--- src/rtl/bw_clk_seq_pkg.sv ---
// Shared state encoding and sizing helpers for the jbus cluster clock-enable sequencer.
package bw_clk_seq_pkg;

    typedef enum logic [2:0] {
        ST_IDLE,
        ST_RAMP_UP,
        ST_RST_HOLD,
        ST_RUN,
        ST_DBG,
        ST_RST_DRAIN,
        ST_RAMP_DN
    } seq_state_e;

    localparam int unsigned DEF_NUM_CLUST   = 4;
    localparam int unsigned DEF_STAGGER_CYC = 4;
    localparam int unsigned DEF_GRST_DLY    = 8;
    localparam int unsigned DEF_DBG_PULSE   = 16;

    // Counter holds (delay - 1), so clog2 of the largest delay is always wide enough.
    function automatic int unsigned cnt_width(input int unsigned stagger,
                                              input int unsigned hold,
                                              input int unsigned pulse);
        int unsigned m;
        int unsigned w;
        m = stagger;
        if (hold > m)  m = hold;
        if (pulse > m) m = pulse;
        w = $clog2(m);
        return (w == 0) ? 1 : w;
    endfunction

    function automatic int unsigned slot_width(input int unsigned n);
        int unsigned w;
        w = $clog2(n);
        return (w == 0) ? 1 : w;
    endfunction

    function automatic logic is_busy(input seq_state_e s);
        return !((s == ST_IDLE) || (s == ST_RUN));
    endfunction

    localparam int unsigned DEF_CNT_W = cnt_width(DEF_STAGGER_CYC, DEF_GRST_DLY, DEF_DBG_PULSE);

endpackage

--- src/rtl/bw_clk_seq_dly_cnt.sv ---
// Loadable down-counter; done pulses for one cycle after (load_val + 1) cycles.
module bw_clk_seq_dly_cnt
    import bw_clk_seq_pkg::*;
#(
    parameter int unsigned WIDTH = DEF_CNT_W
) (
    input  logic             rclk,
    input  logic             arst_l,
    input  logic             load,
    input  logic [WIDTH-1:0] load_val,
    output logic             done
);

    logic [WIDTH-1:0] count;

    always_ff @(posedge rclk or negedge arst_l) begin
        if (!arst_l) begin
            count <= '0;
            done  <= 1'b0;
        end else if (load) begin
            count <= load_val;
            done  <= (load_val == '0);
        end else if (count != '0) begin
            count <= count - 1'b1;
            done  <= (count == WIDTH'(1));
        end else begin
            done  <= 1'b0;
        end
    end

endmodule

--- src/rtl/bw_clk_cken_seq_jbus.sv ---
// Jbus cluster cken / grst_l / gdbginit_l sequencer with staggered start and reverse stop.
// Optional debug-pulse counter output dbg_cnt under `BW_CLK_CKEN_SEQ_DBGCNT_EN.
module bw_clk_cken_seq_jbus
    import bw_clk_seq_pkg::*;
#(
    parameter int unsigned NUM_CLUST   = DEF_NUM_CLUST,
    parameter int unsigned STAGGER_CYC = DEF_STAGGER_CYC,
    parameter int unsigned GRST_DLY    = DEF_GRST_DLY,
    parameter int unsigned DBG_PULSE   = DEF_DBG_PULSE
) (
    input  logic                 rclk,
    input  logic                 arst_l,
    input  logic                 start_req,
    input  logic                 stop_req,
    input  logic                 dbg_req,
    input  logic [NUM_CLUST-1:0] cken_mask,
    output logic [NUM_CLUST-1:0] cluster_cken,
    output logic                 grst_l,
    output logic                 gdbginit_l,
    output logic                 start_ack,
    output logic                 stop_ack,
    output logic                 busy
`ifdef BW_CLK_CKEN_SEQ_DBGCNT_EN
    ,
    output logic [7:0]           dbg_cnt
`endif
);

    localparam int unsigned CNT_W  = cnt_width(STAGGER_CYC, GRST_DLY, DBG_PULSE);
    localparam int unsigned SLOT_W = slot_width(NUM_CLUST);

    localparam logic [CNT_W-1:0]  STG_LD    = CNT_W'(STAGGER_CYC - 1);
    localparam logic [CNT_W-1:0]  GRST_LD   = CNT_W'(GRST_DLY - 1);
    localparam logic [CNT_W-1:0]  DBG_LD    = CNT_W'(DBG_PULSE - 1);
    localparam logic [SLOT_W-1:0] LAST_SLOT = SLOT_W'(NUM_CLUST - 1);

    seq_state_e           state, state_nxt;
    logic [SLOT_W-1:0]    slot, slot_nxt;
    logic [NUM_CLUST-1:0] mask, mask_nxt;
    logic [NUM_CLUST-1:0] cken_nxt;
    logic                 grst_nxt, gdbg_nxt;
    logic                 start_ack_nxt, stop_ack_nxt, busy_nxt;
    logic                 ld;
    logic [CNT_W-1:0]     ld_val;
    logic                 done;

    bw_clk_seq_dly_cnt #(
        .WIDTH (CNT_W)
    ) u_dly_cnt (
        .rclk     (rclk),
        .arst_l   (arst_l),
        .load     (ld),
        .load_val (ld_val),
        .done     (done)
    );

    always_comb begin
        state_nxt     = state;
        slot_nxt      = slot;
        mask_nxt      = mask;
        cken_nxt      = cluster_cken;
        grst_nxt      = grst_l;
        gdbg_nxt      = gdbginit_l;
        start_ack_nxt = 1'b0;
        stop_ack_nxt  = 1'b0;
        ld            = 1'b0;
        ld_val        = STG_LD;

        case (state)
            ST_IDLE: begin
                if (start_req) begin
                    state_nxt = ST_RAMP_UP;
                    mask_nxt  = cken_mask;
                    slot_nxt  = '0;
                    ld        = 1'b1;
                    ld_val    = STG_LD;
                end
            end
            ST_RAMP_UP: begin
                if (done) begin
                    cken_nxt[slot] = ~mask[slot];
                    ld             = 1'b1;
                    if (slot == LAST_SLOT) begin
                        state_nxt = ST_RST_HOLD;
                        ld_val    = GRST_LD;
                    end else begin
                        slot_nxt  = slot + 1'b1;
                        ld_val    = STG_LD;
                    end
                end
            end
            ST_RST_HOLD: begin
                if (done) begin
                    state_nxt     = ST_RUN;
                    grst_nxt      = 1'b1;
                    gdbg_nxt      = 1'b1;
                    start_ack_nxt = 1'b1;
                end
            end
            ST_RUN: begin
                gdbg_nxt = 1'b1;
                if (stop_req) begin
                    state_nxt = ST_RST_DRAIN;
                    ld        = 1'b1;
                    ld_val    = GRST_LD;
                end else if (dbg_req) begin
                    state_nxt = ST_DBG;
                    ld        = 1'b1;
                    ld_val    = DBG_LD;
                end
            end
            ST_DBG: begin
                // gdbginit_l follows the state one edge late, so the pulse spans edges 1..DBG_PULSE.
                gdbg_nxt = 1'b0;
                if (stop_req) begin
                    state_nxt = ST_RST_DRAIN;
                    ld        = 1'b1;
                    ld_val    = GRST_LD;
                end else if (done) begin
                    state_nxt = ST_RUN;
                end
            end
            ST_RST_DRAIN: begin
                grst_nxt = 1'b0;
                gdbg_nxt = 1'b0;
                if (done) begin
                    state_nxt = ST_RAMP_DN;
                    slot_nxt  = LAST_SLOT;
                    ld        = 1'b1;
                    ld_val    = STG_LD;
                end
            end
            ST_RAMP_DN: begin
                grst_nxt = 1'b0;
                gdbg_nxt = 1'b0;
                if (done) begin
                    cken_nxt[slot] = 1'b0;
                    if (slot == '0) begin
                        state_nxt    = ST_IDLE;
                        stop_ack_nxt = 1'b1;
                    end else begin
                        slot_nxt = slot - 1'b1;
                        ld       = 1'b1;
                        ld_val   = STG_LD;
                    end
                end
            end
            default: state_nxt = ST_IDLE;
        endcase

        // Busy rises one edge after leaving IDLE/RUN and drops on the edge that returns there.
        busy_nxt = is_busy(state) && is_busy(state_nxt);
    end

    always_ff @(posedge rclk or negedge arst_l) begin
        if (!arst_l) begin
            state        <= ST_IDLE;
            slot         <= '0;
            mask         <= '0;
            cluster_cken <= '0;
            grst_l       <= 1'b0;
            gdbginit_l   <= 1'b0;
            start_ack    <= 1'b0;
            stop_ack     <= 1'b0;
            busy         <= 1'b0;
        end else begin
            state        <= state_nxt;
            slot         <= slot_nxt;
            mask         <= mask_nxt;
            cluster_cken <= cken_nxt;
            grst_l       <= grst_nxt;
            gdbginit_l   <= gdbg_nxt;
            start_ack    <= start_ack_nxt;
            stop_ack     <= stop_ack_nxt;
            busy         <= busy_nxt;
        end
    end

`ifdef BW_CLK_CKEN_SEQ_DBGCNT_EN
    logic dbg_done;

    assign dbg_done = (state == ST_DBG) && done && !stop_req;

    always_ff @(posedge rclk or negedge arst_l) begin
        if (!arst_l) begin
            dbg_cnt <= '0;
        end else if (dbg_done && (dbg_cnt != 8'hFF)) begin
            dbg_cnt <= dbg_cnt + 8'd1;
        end
    end
`endif

endmodule

--- config.mk ---
export PLATFORM = sky130hd
export DESIGN_NAME = bw_clk_cken_seq_jbus
export DESIGN_NICKNAME = d
export VERILOG_FILES = /design/src/rtl/bw_clk_seq_pkg.sv /design/src/rtl/bw_clk_seq_dly_cnt.sv /design/src/rtl/bw_clk_cken_seq_jbus.sv
export SDC_FILE = /design/constraint.sdc
export NUM_CORES = 1
export LEC_CHECK = 0
export BUFFER_PORTS_ARGS = -buffer_cell sky130_fd_sc_hd__buf_4
export CAP_MARGIN = 25
export CORE_AREA = 2 2 71 73
export DETAILED_ROUTE_END_ITERATION = 10
export DIE_AREA = 0 0 73 75
export GPL_TIMING_DRIVEN = 0
export PLACE_DENSITY = 0.57
export SLEW_MARGIN = 20
export SYNTH_ARGS = -nofsm -noshare
export SYNTH_HDL_FRONTEND = slang
export SYNTH_HIERARCHICAL = 1
export SYNTH_SLANG_ARGS = --single-unit
--- constraint.sdc ---
create_clock -name rclk -period 2 [get_ports rclk]
set_input_delay 0.2 -clock rclk [delete_from_list [all_inputs] [get_ports rclk]]
set_output_delay 0.2 -clock rclk [all_outputs]
set_load 0.01 [all_outputs]
==> results of run 1 <==
-- state kept, by name, indices dropped and copies added, names as in the netlist --
register	flops
cluster_cken	4
start_ack	1
grst_l	1
gdbginit_l	1
mask	4
busy	1
stop_ack	1
u_dly_cnt/done	1
slot	2
u_dly_cnt/count	4
state	3
-- cell families after synthesis --
kind of cell / count (synthesis)
AND/OR/NAND/NOR: 53
AO/OA/AOI/OAI: 34
flip-flops: 23
buffers and inverters: 15
multiplexers: 10
adder cells (fa/ha/maj): 3
XOR/XNOR: 2
other: 1
-- critical path: stages (launching register included) --
cell	delay [ns]
dfrtp_2	0.45
buf_2	0.20
nor2_2	0.15
and3_2	0.28
inv_1	0.06
nand3_1	0.08
buf_4	0.17
nor3_1	0.06
a221o_1	0.32
-- placed cells by master, fill, tap and decap left out, types with 3 or more instances in the layout --
| master | Yosys | routed |
|---|---|---|
| buf_4 | 2 | 19 |
| conb_1 | 1 | 4 |
| nand2b_1 | 3 | 3 |
| clkbuf_8 | 0 | 3 |
| ha_1 | 3 | 3 |
| o21ai_1 | 8 | 8 |
| o21ai_0 | 4 | 4 |
| mux2_1 | 7 | 7 |
| nor2b_1 | 6 | 6 |
| nand3_1 | 6 | 6 |
| nor3_1 | 5 | 5 |
| dfrtp_1 | 23 | 22 |
| inv_1 | 5 | 5 |
| nor2_1 | 13 | 12 |
| a21oi_1 | 3 | 3 |
| nand2_1 | 10 | 10 |
-- layer usage --
metal / up-vias / wire length (um)
met3: 5 / 190
met2: 36 / 1240
met1: 533 / 1470
met5: - / 0
met4: 0 / 22
li1: 550 / -
-- area by class of cell --
type | instances | area (sq um) | area share
timing repair buffer | 18 | 138 | 0.0840
inverter | 6 | 22.5 | 0.0138
clock buffer | 4 | 45.0 | 0.0275
sequential | 23 | 577 | 0.352
tap | 54 | 67.6 | 0.0413
buffer | 8 | 50.0 | 0.0306
multi-input combinational | 106 | 738 | 0.451
-- through the flow --
stage	util	instance area, sq um
5_1_grt	0.351	1640
3_3_place_gp	0.337	1570
2_1_floorplan	-	1380
4_1_cts	0.348	1620
6_report	0.351	1640
3_5_place_dp	0.337	1570
-- what timing repair did --
| item | in CTS | in global routing |
|---|---|---|
| endpoints found under the hold margin | 23 | 0 |
| pin swaps | 0 | 0 |
| endpoints found under the setup margin | 1 | 4 |
| hold buffers | 1 | 0 |
| gates resized for setup | 1 | 6 |
-- final timing paths --
check,startpoint,end
worst max-delay path,state[0],u_dly_cnt/count[3]
worst min-delay path,cken_mask[1],mask[1]
worst max register to register,state[0],u_dly_cnt/count[3]
worst min register to register,mask[0],mask[0]
max in group asynchronous,arst_l,state[0]
min in group asynchronous,arst_l,grst_l
-- power by group --
part / leakage, uW / switching (uW) / internal, uW / total (uW)
Combinational: 0.000420 / 665 / 625 / 1290
Clock: 0.0000228 / 154 / 142 / 297
Sequential: 0.000286 / 157 / 658 / 815
==> metrics.log, run 1 <==
INFO  metric run_status = finished clean
INFO  metric fraction_of_layout_instances_using_a_drive_strength_above_1 = 0.218
INFO  metric grt_pass1_wl = 5040 um
INFO  metric final-max-slew-violation-count = 0
INFO  metric count_of_flip_flops_with_a_built_in_enable_after_synthesis = 0
INFO  metric total_gr_overflow = 0
INFO  metric synth_seq_area_share = 0.422
INFO  metric dieWidth = 73 um
INFO  metric synth.distinct_cells = 48
INFO  metric antenna-diode-count = 0
INFO  metric start_util = 0.293
INFO  metric drv_cap = 0
INFO  metric cts_inserted_buffers = 3
INFO  metric synthMuxAreaShare = 0.0898
INFO  metric cp.arrival = 2.03 ns
INFO  metric final_wtd_congestion = 0.776
INFO  metric yosysWarnings = 6
INFO  metric synthCells = 141
INFO  metric regToRegSetupSlack = 0.12 ns
INFO  metric holdWs = 0.147 ns
INFO  metric timing.critical_path.from_type = flip-flop
INFO  metric fillCellCount = 474
INFO  metric rows = 25
INFO  metric globalRoute.busiestLayer = met2
INFO  metric post-layout-total-power = 2400 uW
INFO  metric drc = 0
INFO  metric pin_count_of_the_biggest_net_entering_global_routing = 24
INFO  metric timing.final.ws_setup = 0.117 ns
INFO  metric synth_area_leaders = dfrtp_1, mux2_1, nor2_1, o21ai_1, ha_1
INFO  metric hp-class = input pin to flip-flop
INFO  metric min_path_cells = 2
INFO  metric fin_worst_skew = 0.00915 ns
INFO  metric insertion_delay = 0.27 ns
INFO  metric cts_tree = built
INFO  metric routed_wirelength = 2920 um
INFO  metric synth_top_family_by_area = simple AND/OR/NAND/NOR gates
INFO  metric place_inst = 215
INFO  metric ir_worst_vdd = 0.628 mV
INFO  metric grt_util_met2 = 0.181
INFO  metric kind_of_capture_point_of_the_worst_setup_path = flip-flop
INFO  metric fin_cells = 219
INFO  metric ys_async_sr_fraction = 1.00
INFO  metric timing_worst_setup_path_type = flip-flop to flip-flop
INFO  metric clkSinkCount = 23
INFO  metric syn-mean-instance-area = 9.68 sq um
INFO  metric postSynth.topFlopCell = dfrtp_1
INFO  metric first_global_vias = 1066
INFO  metric adder_and_majority_cell_fraction_of_the_synthesized_area = 0.0275
INFO  metric timing.final.crit_share = 0.941
INFO  metric grt_use_total = 0.118
INFO  metric antenna_found_initial = 0
INFO  metric fp.coreArea = 4660 sq um
INFO  metric chipHeight = 75 um
INFO  metric worst-r2r-cell-count = 8
INFO  metric vias = 1124
INFO  metric dieArea = 5480 sq um
INFO  metric detailed_route_vias_per_instance = 5.13
INFO  metric post_synth_xor_area_fraction = 0.0128
INFO  metric num-nets-final = 178
INFO  metric cts_root_buffer = clkbuf_8
INFO  metric synth.top_cells.by_count = dfrtp_1, nor2_1, nand2_1, o21ai_1, mux2_1
INFO  metric post_cts_setup_buffer_count = 0
INFO  metric avgRoutedWirePerCell = 13.3 um
INFO  metric yosys.cell_count.top_type = dfrtp_1
INFO  metric hpwl = 2110 um
INFO  metric leakagePower = 0.000728 uW
INFO  metric grt.met3_usage = 0.0375
INFO  metric area.growth.synth_to_final = 20.0%
INFO  metric synth_largest_type_area_fraction = 0.422
INFO  metric clk_transition_reported_paths = 0.09 ns
INFO  metric synthesis.area = 1370 sq um
INFO  metric setup_violations = 0
INFO  metric dp_worst_slack = -0.0618 ns
INFO  metric pre_repair_dr_iteration_count = 4
INFO  metric crit_path_max_fanout = 10
INFO  metric fmax = 531 MHz
INFO  metric post_synthesis_compound_gate_area_fraction = 0.181
INFO  metric total_of_flip_flops_plus_latches_after_synthesis = 23
INFO  metric rsz0062_at_grt = no
INFO  metric synthDominantAreaCellType = dfrtp_1
INFO  metric io-pin-count = 18
INFO  metric pwr_density_cell = 1470 nW/um^2
INFO  metric cts_max_path_buffers = 2
INFO  metric ant_nets = 0
INFO  metric groute.layer.met1.usage = 0.167
INFO  metric place.port_buffers = 17
INFO  metric final.min_clock_period = 1.88 ns
INFO  metric worst-endpoint-required = 2.15 ns
INFO  metric drt_first_iter_violations = 145
INFO  metric final-hold-violation-count = 0
INFO  metric total_negative_slack = 0 ns
INFO  metric clock_tree.htree_level_count = 1
INFO  metric synthSimpleGateAreaFrac = 0.211
Note: power is estimated with default switching activity, not from simulation.
==> inputs of run 2 (changes only) <==
clock period = 2.4 ns   (was 2 ns; I/O delays follow)
==> run 2 against run 1 <==
Compared with the run above:
- count of clock-buffer cells in the layout did not move
- sequential cell count unchanged
- via count down 0.80%
- critical endpoint unchanged
- largest cell class unchanged
- largest power group unchanged
- highest routed layer unchanged
==> metrics.log, run 2 (same netlist as run 1, synthesis figures left out) <==
INFO  metric run_status = finished clean
INFO  metric multi_input_comb_area = 727 sq um
INFO  metric post_cts_setup_buffer_count = 0
INFO  metric antenna_found_initial = 0
INFO  metric pwr_density_cell = 1220 nW/um^2
INFO  metric chipHeight = 75 um
INFO  metric pin_count_of_the_biggest_net_entering_global_routing = 24
INFO  metric num-nets-final = 179
INFO  metric power_report.internal_total = 1180 uW
INFO  metric hpwl = 2110 um
INFO  metric timing.final.crit_share = 0.872
INFO  metric kind_of_capture_point_of_the_worst_setup_path = flip-flop
INFO  metric worst-endpoint-required = 2.55 ns
INFO  metric place.port_buffers = 17
INFO  metric detailed_route_vias_per_instance = 5.07
INFO  metric cts_root_buffer = clkbuf_8
INFO  metric setup_violations = 0
INFO  metric timing_worst_setup_path_type = flip-flop to flip-flop
INFO  metric area.growth.synth_to_final = 19.2%
INFO  metric final.min_clock_period = 2.09 ns
INFO  metric crit_path_max_fanout = 10
INFO  metric fmax = 478 MHz
INFO  metric post_cts_resize_count = 0
INFO  metric largestRegisters = cluster_cken x4, mask x4, u_dly_cnt/count x4
INFO  metric start_util = 0.293
INFO  metric fraction_of_layout_instances_using_a_drive_strength_above_1 = 0.181
INFO  metric vias = 1115
INFO  metric holdWs = 0.187 ns
INFO  metric rsz0062_at_grt = no
INFO  metric cts_hold_repair.buffers = 1
INFO  metric pre_repair_dr_iteration_count = 4
INFO  metric pwr-share-comb = 0.534
INFO  metric switching_share = 0.407
INFO  metric cts_max_path_buffers = 2
INFO  metric drc = 0
INFO  metric leakagePower = 0.000721 uW
INFO  metric insertion_delay = 0.27 ns
INFO  metric total_negative_slack = 0 ns
INFO  metric grt_pass1_wl = 5040 um
INFO  metric cp.arrival = 2.24 ns
INFO  metric grt_use_total = 0.118
INFO  metric share_of_power_burned_in_registers = 0.342
INFO  metric net-switching-power = 810 uW
INFO  metric pwr-share-clk = 0.124
INFO  metric clk_transition_reported_paths = 0.09 ns
INFO  metric mostFrequentLayoutCells = dfrtp_1, buf_4, nor2_1, nand2_1, o21ai_1
INFO  metric leading_cell_type_in_the_layout_fill_and_taps_excluded = dfrtp_1
INFO  metric dieArea = 5480 sq um
INFO  metric design_area = 1630 sq um
INFO  metric final-max-slew-violation-count = 0
INFO  metric timing.critical_path.from_type = flip-flop
INFO  metric dieWidth = 73 um
INFO  metric hp-class = input pin to flip-flop
INFO  metric clkSinkCount = 23
INFO  metric total_gr_overflow = 0
INFO  metric cts_tree = built
INFO  metric fp.coreArea = 4660 sq um
INFO  metric placement.cell_area = 1570 sq um
INFO  metric first_global_vias = 1070
INFO  metric cts_inserted_buffers = 3
INFO  metric drt_first_iter_violations = 141
INFO  metric fin_worst_skew = 0.00873 ns
INFO  metric max_slew.worst_pin.slew = 0.502 ns
INFO  metric io-pin-count = 18
INFO  metric ant_nets = 0
INFO  metric clock_tree.htree_level_count = 1
INFO  metric routed_wirelength = 2910 um
INFO  metric fillCellCount = 476
INFO  metric avgRoutedWirePerCell = 13.2 um
INFO  metric post-layout-total-power = 1990 uW
INFO  metric final_wtd_congestion = 0.776
INFO  metric rows = 25
INFO  metric worst_slew_margin_rel = 0.665
INFO  metric total_area_of_sequential_cells = 576 sq um
INFO  metric ir_worst_vdd = 0.523 mV
INFO  metric antenna-diode-count = 0
INFO  metric drv_cap = 0
INFO  metric final-hold-violation-count = 0
-- run 2: worst max-delay path, cell delays in order (launching register included) --
cell and delay, ns:
dfrtp_1 0.46, buf_2 0.21, nor2_1 0.16, and3_1 0.19
clkbuf_1 0.25, inv_1 0.07, nand3_1 0.08, buf_4 0.17
nor3_1 0.06, a221o_1 0.32
-- run 2: power groups by stage --
stage | Sequential [uW] | Combinational [uW] | Clock [uW]
after floorplan | 675 | 795 | 0
after global placement | 683 | 1060 | 0
after detailed placement | 684 | 1060 | 0
after CTS | 678 | 1070 | 255
after global routing | 703 | 1200 | 279
final | 680 | 1060 | 248
-- run 2: path summary, 6_finish.rpt --
check	cells past startpoint	end	slack, ns	from
hold reg to reg	1	mask[0]	0.49	mask[0]
max in group asynchronous	2	u_dly_cnt/count[3]	1.76	arst_l
min in group asynchronous	2	grst_l	0.40	arst_l
setup reg to reg	9	u_dly_cnt/count[3]	0.31	state[0]
setup / recovery	9	u_dly_cnt/count[3]	0.31	state[0]
hold / removal	2	mask[2]	0.19	cken_mask[2]
-- run 2: routing by layer --
metal / vias to the layer above / track usage / wire length (um)
met5: - / 0 / 0
met4: 0 / 0.0185 / 22
met3: 5 / 0.0375 / 201
met2: 37 / 0.181 / 1240
met1: 525 / 0.167 / 1450
li1: 548 / - / -
-- run 2: cell type report --
cell class | count | area share
multi-input combinational | 106 | 0.447
timing repair buffer | 18 | 0.0846
inverter | 6 | 0.0138
tap | 54 | 0.0415
sequential | 23 | 0.354
buffer | 9 | 0.0315
clock buffer | 4 | 0.0277
-- run 2: stage by stage --
stage / util / cells / setup WS, ns
floorplan: - / 144 / 0.590
global placement: 0.337 / 215 / 0.320
detailed placement: 0.337 / 215 / 0.338
CTS: 0.349 / 220 / 0.313
global route: 0.349 / 220 / 0.123
finish: 0.349 / 220 / 0.307
